File: src/rtl/rf_wb_arbiter.sv
// Writeback arbiter for the single-write-port register file.
// Two sources (ALU = 0, memory load = 1) each feed a small FIFO. The head
// entries compete round-robin for one registered write per cycle.
// A pending-write bitmap covers queued and in-flight writes so the control
// FSM can stall reads of registers that still have a write outstanding.

// Per-source writeback FIFO with a per-register pending bitmap.
module rf_wb_fifo #(
    parameter int DW        = 16,
    parameter int AW        = 4,
    parameter int DEPTH     = 2,
    parameter int ZERO_DROP = 1
) (
    input  logic                  clk,
    input  logic                  rst,
    input  logic                  push_valid,
    output logic                  push_ready,
    input  logic [AW-1:0]         push_addr,
    input  logic [DW-1:0]         push_data,
    input  logic                  pop,
    output logic                  empty,
    output logic [AW-1:0]         head_addr,
    output logic [DW-1:0]         head_data,
    output logic [(1<<AW)-1:0]    pend
);

    localparam int PW = (DEPTH > 1) ? $clog2(DEPTH) : 1;
    localparam int CW = $clog2(DEPTH + 1);

    logic [AW-1:0]    addr_mem [DEPTH];
    logic [DW-1:0]    data_mem [DEPTH];
    logic [DEPTH-1:0] vld;
    logic [PW-1:0]    wr_ptr;
    logic [PW-1:0]    rd_ptr;
    logic [CW-1:0]    count;
    logic             drop;
    logic             do_push;
    logic             do_pop;

    // Full is judged on the stored count only, so a pop in the same cycle
    // never makes a full FIFO ready.
    assign push_ready = !rst && (count != CW'(DEPTH));
    assign empty      = (count == '0);

    // A register-0 write completes its handshake but is never stored.
    assign drop    = (ZERO_DROP != 0) && (push_addr == '0);
    assign do_push = push_valid && push_ready && !drop;
    assign do_pop  = pop && !empty;

    assign head_addr = addr_mem[rd_ptr];
    assign head_data = data_mem[rd_ptr];

    // Entry storage: written on push, read through the head pointer.
    // NOTE: storage is not reset; the vld bits and count decide which
    // entries are meaningful, so stale contents are never observed.
    always_ff @(posedge clk) begin
        if (do_push) begin
            addr_mem[wr_ptr] <= push_addr;
            data_mem[wr_ptr] <= push_data;
        end
    end

    // Pointer, count and valid-bit bookkeeping; reset empties the FIFO.
    // NOTE: non-blocking assignments so every update sees pre-edge values,
    // which makes simultaneous push and pop behave as two independent edits.
    always_ff @(posedge clk) begin
        if (rst) begin
            wr_ptr <= '0;
            rd_ptr <= '0;
            count  <= '0;
            vld    <= '0;
        end else begin
            if (do_push) begin
                wr_ptr      <= wr_ptr + PW'(1);
                vld[wr_ptr] <= 1'b1;
            end
            if (do_pop) begin
                rd_ptr      <= rd_ptr + PW'(1);
                vld[rd_ptr] <= 1'b0;
            end
            case ({do_push, do_pop})
                2'b10:   count <= count + CW'(1);
                2'b01:   count <= count - CW'(1);
                default: count <= count;
            endcase
        end
    end

    // Pending bitmap: one bit per destination of every stored entry.
    // NOTE: pend gets a default before the loop so no path leaves it
    // unassigned, which would otherwise infer a latch.
    always_comb begin
        pend = '0;
        for (int i = 0; i < DEPTH; i++) begin
            if (vld[i]) begin
                pend[addr_mem[i]] = 1'b1;
            end
        end
    end

endmodule

// Top level: two source FIFOs, round-robin grant, registered write port.
module rf_wb_arbiter #(
    parameter int DW        = 16,
    parameter int AW        = 4,
    parameter int DEPTH     = 2,
    parameter int ZERO_DROP = 1
) (
    input  logic                  clk,
    input  logic                  rst,
    input  logic                  alu_valid,
    output logic                  alu_ready,
    input  logic [AW-1:0]         alu_addr,
    input  logic [DW-1:0]         alu_data,
    input  logic                  mem_valid,
    output logic                  mem_ready,
    input  logic [AW-1:0]         mem_addr,
    input  logic [DW-1:0]         mem_data,
    output logic [AW-1:0]         rwr,
    output logic [DW-1:0]         dwr,
    output logic                  wen,
    output logic [(1<<AW)-1:0]    pend,
    output logic                  idle
);

    localparam int NREG = 1 << AW;

    logic            alu_empty;
    logic            mem_empty;
    logic [AW-1:0]   alu_head_addr;
    logic [AW-1:0]   mem_head_addr;
    logic [DW-1:0]   alu_head_data;
    logic [DW-1:0]   mem_head_data;
    logic [NREG-1:0] alu_pend;
    logic [NREG-1:0] mem_pend;
    logic [NREG-1:0] wen_pend;

    logic            rr_ptr;       // source preferred on the next contested grant
    logic            grant_valid;
    logic            grant_src;
    logic            contested;
    logic            alu_pop;
    logic            mem_pop;

    rf_wb_fifo #(
        .DW        (DW),
        .AW        (AW),
        .DEPTH     (DEPTH),
        .ZERO_DROP (ZERO_DROP)
    ) u_alu_fifo (
        .clk        (clk),
        .rst        (rst),
        .push_valid (alu_valid),
        .push_ready (alu_ready),
        .push_addr  (alu_addr),
        .push_data  (alu_data),
        .pop        (alu_pop),
        .empty      (alu_empty),
        .head_addr  (alu_head_addr),
        .head_data  (alu_head_data),
        .pend       (alu_pend)
    );

    rf_wb_fifo #(
        .DW        (DW),
        .AW        (AW),
        .DEPTH     (DEPTH),
        .ZERO_DROP (ZERO_DROP)
    ) u_mem_fifo (
        .clk        (clk),
        .rst        (rst),
        .push_valid (mem_valid),
        .push_ready (mem_ready),
        .push_addr  (mem_addr),
        .push_data  (mem_data),
        .pop        (mem_pop),
        .empty      (mem_empty),
        .head_addr  (mem_head_addr),
        .head_data  (mem_head_data),
        .pend       (mem_pend)
    );

    assign contested = !alu_empty && !mem_empty;

    // Grant selection from pre-edge FIFO state: sole requester wins,
    // otherwise the round-robin pointer decides.
    always_comb begin
        grant_valid = 1'b0;
        grant_src   = 1'b0;
        if (contested) begin
            grant_valid = 1'b1;
            grant_src   = rr_ptr;
        end else if (!alu_empty) begin
            grant_valid = 1'b1;
            grant_src   = 1'b0;
        end else if (!mem_empty) begin
            grant_valid = 1'b1;
            grant_src   = 1'b1;
        end
    end

    assign alu_pop = !rst && grant_valid && (grant_src == 1'b0);
    assign mem_pop = !rst && grant_valid && (grant_src == 1'b1);

    // Registered write port and round-robin pointer; the pointer only
    // moves when both sources competed for the grant.
    always_ff @(posedge clk) begin
        if (rst) begin
            wen    <= 1'b0;
            rwr    <= '0;
            dwr    <= '0;
            rr_ptr <= 1'b0;
        end else begin
            wen <= grant_valid;
            if (grant_valid) begin
                rwr <= grant_src ? mem_head_addr : alu_head_addr;
                dwr <= grant_src ? mem_head_data : alu_head_data;
            end
            if (contested) begin
                rr_ptr <= ~rr_ptr;
            end
        end
    end

    // In-flight write contributes its destination to the pending bitmap.
    always_comb begin
        wen_pend = '0;
        if (wen) begin
            wen_pend[rwr] = 1'b1;
        end
    end

    assign pend = alu_pend | mem_pend | wen_pend;
    assign idle = alu_empty && mem_empty && !wen;

endmodule
File: config.mk
export PLATFORM = sky130hd
export DESIGN_NAME = rf_wb_arbiter
export DESIGN_NICKNAME = d
export VERILOG_FILES = /design/src/rtl/rf_wb_arbiter.sv
export SDC_FILE = /design/constraint.sdc
export NUM_CORES = 1
export LEC_CHECK = 0
export BUFFER_PORTS_ARGS = -buffer_cell sky130_fd_sc_hd__buf_2
export CORE_AREA = 2 2 135 137
export CTS_CLUSTER_DIAMETER = 50
export DETAILED_ROUTE_END_ITERATION = 7
export DIE_AREA = 0 0 137 139
export PLACE_DENSITY_LB_ADDON = 0.08
export SLEW_MARGIN = 20
export SYNTH_ARGS = -nofsm -noshare
export SYNTH_HDL_FRONTEND = slang
export SYNTH_HIERARCHICAL = 1
export SYNTH_SLANG_ARGS = --single-unit
File: constraint.sdc
create_clock -name clk -period 2.9 [get_ports clk]
set_input_delay 0.29 -clock clk [delete_from_list [all_inputs] [get_ports clk]]
set_output_delay 0.29 -clock clk [all_outputs]
set_load 0.03 [all_outputs]
==> results.md <==
- Mux cell area share after synthesis: 9.32%
- Synthesis Warnings: 6
- Clock net sink count: 116
- RSZ-0062 raised after global routing: false
- Drt drc: 0
- Most common cell after layout, fill and taps aside: buf_2
- Simple-Gate Fraction of Synth Area: 11.9%
- Chip Width: 137 µm
- Routing usage on met1: 16.8%
- Clk_lat worst skew: 0.41 ns
- Post-layout minimum cycle time: 2.32 ns
- Hold Violations, Final: 0
- WP data required: 2.61 ns
- Vias: 3543
- DR iter-0 viols: 167
- DR WL/cell: 17.8 µm
- Worst-margin pin slew: 0.735 ns
- Die H: 139 µm
- PD cells: 736 mW/mm²
- Sequential cell area: 0.00312 mm²
- Final setup fails: 0
- Syn avg cell area: 13.0 µm²
- CP Max Fanout: 6
- MaxCap Viol Count: 0
- Max VDD drop: 0.000294 V
- Routed wire length: 12900 µm
- Netlist Area Pre-Place: 0.00505 mm²
- Tot GR Track Use: 13.6%
- Cell count after synthesis: 388
- Effective utilization at floorplan: 28.6%
- Final Max Tran Viols: 0
- First-pass GRT wire length: 19400 µm
- GR met2 Demand/Resource: 22.8%
- I/O pins: 84
- Leak pwr: 2.32 nW
- Initial antenna violation count: 0
- Post-synth EDFFs: 80
- CP Class: flip-flop to output pin
- Layout net count: 531
- Status: complete, no violations
- M3 GR Usage: 3.07%
- Most frequent cells in the layout: buf_2 (83), edfxtp_1 (80), mux2_2 (40)
- Core area: 0.0177 mm²
- CP endpoint kind: output pin
- Hold Path Class: primary input to flip-flop
- Crit share post-route: 79.9%
- Clock buffer count from CTS: 17
- Syn-to-layout area delta: 26.3%
- Combinational family with the most area after synthesis: compound AO/OA/AOI/OAI gates
- Max H-tree Level: 4
- CTS tree: built
- Clock Pin Slew Worst Setup and Hold Paths: 0.05 ns
- GRT busiest layer: met2
- Post-CTS Setup Bufs: 0
- Ys flop type: edfxtp_1
- GRT overflow: 0
- Die ar.: 0.0190 mm²
- Area after DPL: 0.00576 mm²
- Dpl hpwl: 9180 µm
- Multi-input gate area: 0.00180 mm²
- Register bit total from synthesis: 116
- Vias in the first global route: 3504
- Worst Path Arrival: 2.03 ns
- Antenna cells: 0
- Hold_buf cts: 0
- Register area share after synthesis: 61.9%
- Fmax: 431 MHz
- FFs w/ async S/R, synth: 0%
- Row Count: 49
- Largest net degree at the start of global routing: 21
- Relative slew margins: 51.0%
- Synth Area in Compound Gates: 12.4%
- I/O Buffers: 83
- CTS root buf: clkbuf_16
- Worst Clk Skew: 0.00773 ns
- DRT antenna net count: 0
- Synth Net Count: 434
- Final Instance Area: 0.00637 mm²
- Cts repair resizes: 0
- Critical path startpoint category: flip-flop
- Gpl congestion: 0.813
- Layout cell share with drive strength beyond 1: 35.9%
- Adder and majority gate portion of the synthesized area: 0.496%
- CTS Buffer Depth: 2
- Setup TNS: 0 ns
- XOR/XNOR share of the synthesized area: 1.04%
- Vias per cell: 4.87
- Fillers: 1769
- 1st-pass router iterations: 7
- Synth cell types: 37
==> flip-flops by register name, indices dropped and copies added, names as in the netlist, named ones only <==
register             cells
dwr                     16
rr_ptr                   1
rwr                      4
u_alu_fifo/addr_mem      8
u_alu_fifo/count         2
u_alu_fifo/data_mem     32
u_alu_fifo/rd_ptr        1
u_alu_fifo/vld           2
u_alu_fifo/wr_ptr        1
u_mem_fifo/addr_mem      8
u_mem_fifo/count         2
u_mem_fifo/data_mem     32
u_mem_fifo/rd_ptr        1
u_mem_fifo/vld           2
u_mem_fifo/wr_ptr        1
wen                      1
==> synth_stat cells, types with 3 or more instances <==
library cell  count  area share (%)
a2111oi_2         4             1.2
a21oi_1           4            0.40
a221o_1          20             4.0
a311o_1           4            0.79
and2_0           17             2.1
buf_6             4            0.89
clkbuf_1          8            0.60
dfxtp_1          36              14
edfxtp_1         80              48
inv_1            14             1.0
mux2_2           40             8.9
nand2_1           7            0.52
nand2b_1         10             1.2
nand3_1           7            0.69
nand3b_1          8             1.2
nor2_1           36             2.7
nor3_1            3            0.30
o21ai_0          14             1.4
o22ai_1          30             3.7
o31ai_1           3            0.45
or2_2             4            0.50
or3_1             8            0.99
xnor2_1           4            0.69
==> path summary, 6_finish.rpt <==
path                                  start                         end  slack, ns  cells past startpoint
setup / recovery  u_mem_fifo/addr_mem[1][0]                     pend[5]       0.58                      6
hold / removal                 mem_data[13]  u_mem_fifo/data_mem[0][13]       0.07                      1
setup reg to reg        u_mem_fifo/count[0]         u_alu_fifo/count[1]       0.63                      8
hold reg to reg           u_mem_fifo/wr_ptr           u_mem_fifo/wr_ptr       0.52                      1
==> cell type report <==
class / instances / share of cell area [%]
Clock inverter: 11 / 2.47
Tap cell: 229 / 4.50
Clock buffer: 21 / 7.07
Timing Repair Buffer: 94 / 7.82
Sequential cell: 116 / 49.0
Inverter: 14 / 0.825
Multi-Input combinational cell: 242 / 28.3
==> critical path, cell delays in order, from the launching register on <==
cell and delay [ns]:
edfxtp_1 0.43, inv_1 0.12, or3_1 0.43, o22ai_1 0.26, nor2_1 0.08, o21ai_0 0.08
buf_2 0.23
==> metrics by stage <==
stage / power, mW / util, % / std cells / setup slack, ns / hold WS, ns
6_report: 4.69 / 36.1 / 727 / 0.582 / 0.0692
5_1_grt: 4.87 / 36.1 / 727 / 0.436 / 0.0588
4_1_cts: 4.75 / 36.1 / 727 / 0.589 / 0.0527
3_5_place_dp: 2.59 / 32.6 / 695 / 0.640 / 0.481
3_3_place_gp: 2.58 / 32.6 / 695 / 0.744 / 0.479
2_1_floorplan: 2.38 / - / 388 / 0.510 / 0.359
==> cell families after synthesis <==
| group | Yosys count |
|---|---|
| buffers and inverters | 30 |
| AO/OA/AOI/OAI | 82 |
| adder cells (fa/ha/maj) | 2 |
| multiplexers | 42 |
| AND/OR/NAND/NOR | 110 |
| XOR/XNOR | 6 |
| flip-flops | 116 |
==> power by group <==
part | switching, mW | total [mW] | internal, mW
Sequential | 0.0840 | 1.98 | 1.89
Combinational | 0.365 | 0.569 | 0.204
Clock | 0.697 | 2.14 | 1.45
Total | 1.15 | 4.69 | 3.55
==> metal layers <==
metal / wire, µm / vias to the layer above
met2: 6410 / 136
met5: 0 / -
met1: 5610 / 1695
li1: - / 1692
met3: 624 / 20
met4: 282 / 0
Power figures use the tool's default switching activity.
